[src/rtl/data_if_rx.sv]
// Serial receiver for the single-wire data_if stream: start bit, WIDTH data bits LSB first,
// STOP_BITS stop bits. Define DATA_IF_RX_PARITY_EN to add an even-parity bit and parity_err.
module data_if_rx #(
  parameter int WIDTH     = 8,
  parameter int STOP_BITS = 1
) (
  input  logic             clk,
  input  logic             rst_n,
  input  logic             d,
  output logic [WIDTH-1:0] data,
  output logic             valid,
  output logic             frame_err,
  output logic             busy
`ifdef DATA_IF_RX_PARITY_EN
  ,
  output logic             parity_err
`endif
);

  localparam int CW = $clog2(WIDTH + 1);
  localparam logic [CW-1:0] LAST_DATA = CW'(WIDTH - 1);
  localparam logic [CW-1:0] LAST_STOP = CW'(STOP_BITS - 1);

`ifdef DATA_IF_RX_PARITY_EN
  typedef enum logic [2:0] {IDLE, DATA, PARITY, STOP, WAIT_IDLE} state_t;
`else
  typedef enum logic [1:0] {IDLE, DATA, STOP, WAIT_IDLE} state_t;
`endif

  state_t           state;
  logic [CW-1:0]    cnt;
  logic [WIDTH-1:0] shift;
  logic [WIDTH-1:0] shift_in;
  logic             stop_bad;
  logic             stop_fail;
`ifdef DATA_IF_RX_PARITY_EN
  logic             par_bad;
`endif

  // Right shift with the new bit at the MSB; written as shifts so WIDTH=1 stays legal.
  assign shift_in  = (shift >> 1) | (WIDTH'(d) << (WIDTH - 1));
  assign stop_fail = stop_bad | ~d;

  always_ff @(posedge clk or negedge rst_n) begin
    if (!rst_n) begin
      state     <= IDLE;
      cnt       <= '0;
      shift     <= '0;
      stop_bad  <= 1'b0;
      data      <= '0;
      valid     <= 1'b0;
      frame_err <= 1'b0;
      busy      <= 1'b0;
`ifdef DATA_IF_RX_PARITY_EN
      par_bad    <= 1'b0;
      parity_err <= 1'b0;
`endif
    end else begin
      valid     <= 1'b0;
      frame_err <= 1'b0;
`ifdef DATA_IF_RX_PARITY_EN
      parity_err <= 1'b0;
`endif
      case (state)
        IDLE: begin
          if (!d) begin
            state <= DATA;
            cnt   <= '0;
            busy  <= 1'b1;
          end
        end
        DATA: begin
          shift <= shift_in;
          if (cnt == LAST_DATA) begin
            cnt      <= '0;
            stop_bad <= 1'b0;
`ifdef DATA_IF_RX_PARITY_EN
            state    <= PARITY;
`else
            state    <= STOP;
`endif
          end else begin
            cnt <= cnt + 1'b1;
          end
        end
`ifdef DATA_IF_RX_PARITY_EN
        PARITY: begin
          par_bad <= d ^ (^shift);
          state   <= STOP;
        end
`endif
        STOP: begin
          if (cnt == LAST_STOP) begin
            cnt <= '0;
            // Frame error wins over parity error; the line may still be held low.
            if (stop_fail) begin
              frame_err <= 1'b1;
              state     <= WAIT_IDLE;
`ifdef DATA_IF_RX_PARITY_EN
            end else if (par_bad) begin
              parity_err <= 1'b1;
              state      <= IDLE;
              busy       <= 1'b0;
`endif
            end else begin
              valid <= 1'b1;
              data  <= shift;
              state <= IDLE;
              busy  <= 1'b0;
            end
          end else begin
            stop_bad <= stop_fail;
            cnt      <= cnt + 1'b1;
          end
        end
        WAIT_IDLE: begin
          if (d) begin
            state <= IDLE;
            busy  <= 1'b0;
          end
        end
        default: begin
          state <= IDLE;
          busy  <= 1'b0;
        end
      endcase
    end
  end

endmodule

[config.mk]
export PLATFORM = sky130hd
export DESIGN_NAME = data_if_rx
export DESIGN_NICKNAME = d
export VERILOG_FILES = /design/src/rtl/data_if_rx.sv
export SDC_FILE = /design/constraint.sdc
export NUM_CORES = 1
export LEC_CHECK = 0
export CAP_MARGIN = 20
export CORE_MARGIN = 2
export CORE_UTILIZATION = 45
export CTS_BUF_LIST = sky130_fd_sc_hd__clkbuf_8
export CTS_CLUSTER_DIAMETER = 30
export DETAILED_ROUTE_END_ITERATION = 6
export HOLD_SLACK_MARGIN = 0.15
export PLACE_DENSITY = 0.66
export SKIP_CTS_REPAIR_TIMING = 1
export SLEW_MARGIN = 20
export SYNTH_ARGS = -nofsm -noshare
export SYNTH_HDL_FRONTEND = slang
export SYNTH_SLANG_ARGS = --single-unit
[constraint.sdc]
create_clock -name clk -period 1.95 [get_ports clk]
set_clock_uncertainty 0.1 [all_clocks]
set_input_delay 0.4875 -clock clk [delete_from_list [all_inputs] [get_ports clk]]
set_output_delay 0.4875 -clock clk [all_outputs]
set_load 0.05 [all_outputs]
==> metrics.yaml <==
timing:
  worst_pin_slew_ns: 0.4216
  rsz0062_at_grt: "false"
  hold_violations: 0
  setup_viol_count_final: 0
  whs_ns: 0.4051
  max-slew-margin-rel_pct: 71.60
  post-route-period-util_pct: 94.05
  timing.fmax_mhz: 545.2
  slew_violations: 0
  setup_tns_ns: 0
  min_period_ns: 1.834
finish:
  drive_gt1_share_pct: 34.15
  antenna_cells: 0
  area_delta_synth_final_pct: 19.86
  utilization_pct: 55.66
  final_nets: 133
  fin_area_sq_um: 1495
place:
  place_hpwl_microns: 1544
  place_area_sq_um: 1421
  port_buffers: 13
  routabilityCongestion: 0.7741
status:
  status: "finished clean"
clocking:
  tritoncts: "built"
  clock_latency_ns: 0.28
  clockBufferDepth: 2
  numCtsBuffers: 3
  htree_levels: 1
  path_clk_slew_ns: 0.10
  cts_root_buffer: "clkbuf_8"
  cts_sinks: 26
power:
  power_density_nw_per_um2: 1870
  vdd_drop_max_mv: 0.9570
  p_total_w: 0.002795
  leakage_nw: 0.7094
critical_path:
  cp.arrival_ns: 1.90
  required_ns: 2.02
  crit_start: "d"
  r2r_start: "state[0]"
  crit_slowest_cell: "clkdlybuf4s50_1"
  crit_path_max_incr_delay_ns: 0.52
  crit_path_end: "state[1]"
  reg2reg_depth: 6
  reg2reg_to: "state[1]"
  crit_type: "input port to register"
  crit_fanout: 4
  path_cells: "clkdlybuf4s50_1, mux2_2, o2bb2ai_1, nand2b_1, a22o_1"
  worst_setup_path_end_kind: "register"
  start_kind: "input port"
  rrSetupSlack_ns: 0.14
synth:
  ys_warn_count: 0
  yosysTopAreaCell: "dfrtp_1"
  syn_nets: 111
  synth_top_area_share_pct: 52.16
  syn_area_sq_um: 1247
  seq_area_frac_synth_pct: 52.16
  avgSynthCellArea_sq_um: 12.23
  synthCells: 102
  synth.ff_latch_count: 26
  netlist_top_cells_area: "dfrtp_1 (52%), mux2_2 (15%), ha_1 (6.0%), nand2_1 (2.4%), a311oi_4 (2.1%)"
  synth_cell_types: 27
floorplanning:
  core_sq_um: 2686
  std_cell_rows: 19
  chipWidth_microns: 56.65
  start_util_pct: 46.44
  die-area_sq_um: 3209
  die_h_microns: 56.65
  pin_count: 14
route:
  drc_errors: 0
  wl_per_cell_microns: 13.92
  wl_microns: 2144
  dr_total_vias: 809
  ant_nets: 0
  via_per_inst: 5.253
  drt_iter0_markers: 12
  dr.pass1.iters: 4
flow_run:
  cap_violations: 0
global_routing:
  grt_pass1_vias: 813
  grt_usage_pct: 15.47
  antenna_found_initial: 0
  globalRouteOverflowTotal: 0
  grt_pass1_wl_microns: 3815
  grt_max_degree: 27
worst_hold_path:
  min_path_type: "register to register"
  hp-start: "busy"
==> kinds of logic (layout without fill, tap and decap cells) <==
| family | Yosys count | count (layout) | share of synthesized area, % |
|---|---|---|---|
| DFF | 26 | 26 | 52.16 |
| buffers and inverters | 9 | 30 | 3.110 |
| adders and majority gates | 6 | 6 | 6.018 |
| muxes | 17 | 17 | 15.35 |
| AOI/OAI and AO/OA | 16 | 16 | 9.729 |
| and+or+nand+nor | 28 | 28 | 13.64 |
==> cells in the mapped netlist <==
| library cell | instances |
|---|---|
| buf_2 | 1 |
| nand4_2 | 1 |
| dfrtp_1 | 26 |
| mux2_2 | 17 |
| nor2_2 | 1 |
| nand2_1 | 8 |
| ha_1 | 6 |
| o2bb2ai_1 | 2 |
| o22a_1 | 1 |
| or3b_1 | 1 |
| a32o_1 | 1 |
| a21oi_1 | 4 |
| and4bb_1 | 1 |
| inv_1 | 7 |
| nand3_1 | 2 |
| o21ai_1 | 1 |
| nor3b_1 | 1 |
| nand4b_1 | 1 |
| and3b_1 | 2 |
| a311oi_4 | 1 |
| nor2_1 | 3 |
| and2b_1 | 1 |
| buf_4 | 1 |
| a22o_1 | 1 |
| o21ai_0 | 5 |
| nor2b_1 | 3 |
| nand2b_1 | 3 |
==> metrics by stage <==
stage / instances / worst slack (ns)
after floorplan: 102 / 0.2164
after global placement: 150 / -0.1179
after detailed placement: 150 / -0.1809
after CTS: 154 / 0.1118
after global routing: 154 / 0.01593
final: 154 / 0.1160
==> final cells by class <==
class | count | area [sq um]
clock inverters | 1 | 30.03
inverters | 7 | 26.28
fillers | 232 | 1191
clock buffers | 3 | 41.29
flip-flops and latches | 26 | 650.6
repair buffers | 19 | 147.6
well taps | 31 | 38.79
multi-input cells | 67 | 560.5
==> where the power goes <==
group	total (W)	switching, W	internal (W)
clock network	0.000458	0.000183	0.000275
registers	0.000918	0.000148	0.000770
logic	0.00142	0.000821	0.000598
total	0.00280	0.00115	0.00164
==> cell usage in the layout (no fill, tap or decap) <==
master           synthesis  routed
or3b_1                   1       1
o21ai_1                  1       1
dfrtp_1                 26      26
ha_2                     0       1
nor2_1                   3       3
nand3_1                  2       2
mux2_2                  17      17
nor3b_1                  1       1
clkdlybuf4s50_1          0       2
nand4b_1                 1       1
bufinv_16                0       1
ha_1                     6       5
and2b_1                  1       1
a32o_1                   1       1
nand2_1                  8       8
nor2b_1                  3       3
o22a_1                   1       1
buf_4                    1      17
a311oi_4                 1       1
nand4_2                  1       1
a21oi_1                  4       4
and4bb_1                 1       1
and3b_1                  2       2
nand2b_1                 3       3
nor2_2                   1       1
inv_1                    7       7
o21ai_0                  5       5
a22o_1                   1       1
o2bb2ai_1                2       2
clkbuf_8                 0       3
==> critical path: cells and delay by family <==
family	cells	cell delay, ns
mux	1	0.36
buf+inv	1	0.52
compound gates	2	0.43
simple gates	1	0.10
==> registers in the layout (all words and copies together) (netlist names) <==
name,cells
cnt,4
stop_bad,1
state,2
frame_err,1
shift,8
busy,1
data,8
valid,1
==> per-layer routing <==
| metal | track usage, % | wire length (microns) |
|---|---|---|
| met1 | 23.38 | 1078 |
| met2 | 21.43 | 984 |
| met3 | 2.074 | 48 |
| met4 | 8.163 | 32 |
| met5 | 0 | 0 |
==> worst min-delay path by stage <==
stage          endpoint  slack (ns)  cells past startpoint
2_1_floorplan      busy        0.09                      0
3_3_place_gp       busy        0.38                      1
3_5_place_dp       busy        0.38                      1
4_1_cts            busy        0.41                      1
5_1_grt            busy        0.43                      1
6_report           busy        0.41                      1
(Power assumes the default switching activity.)
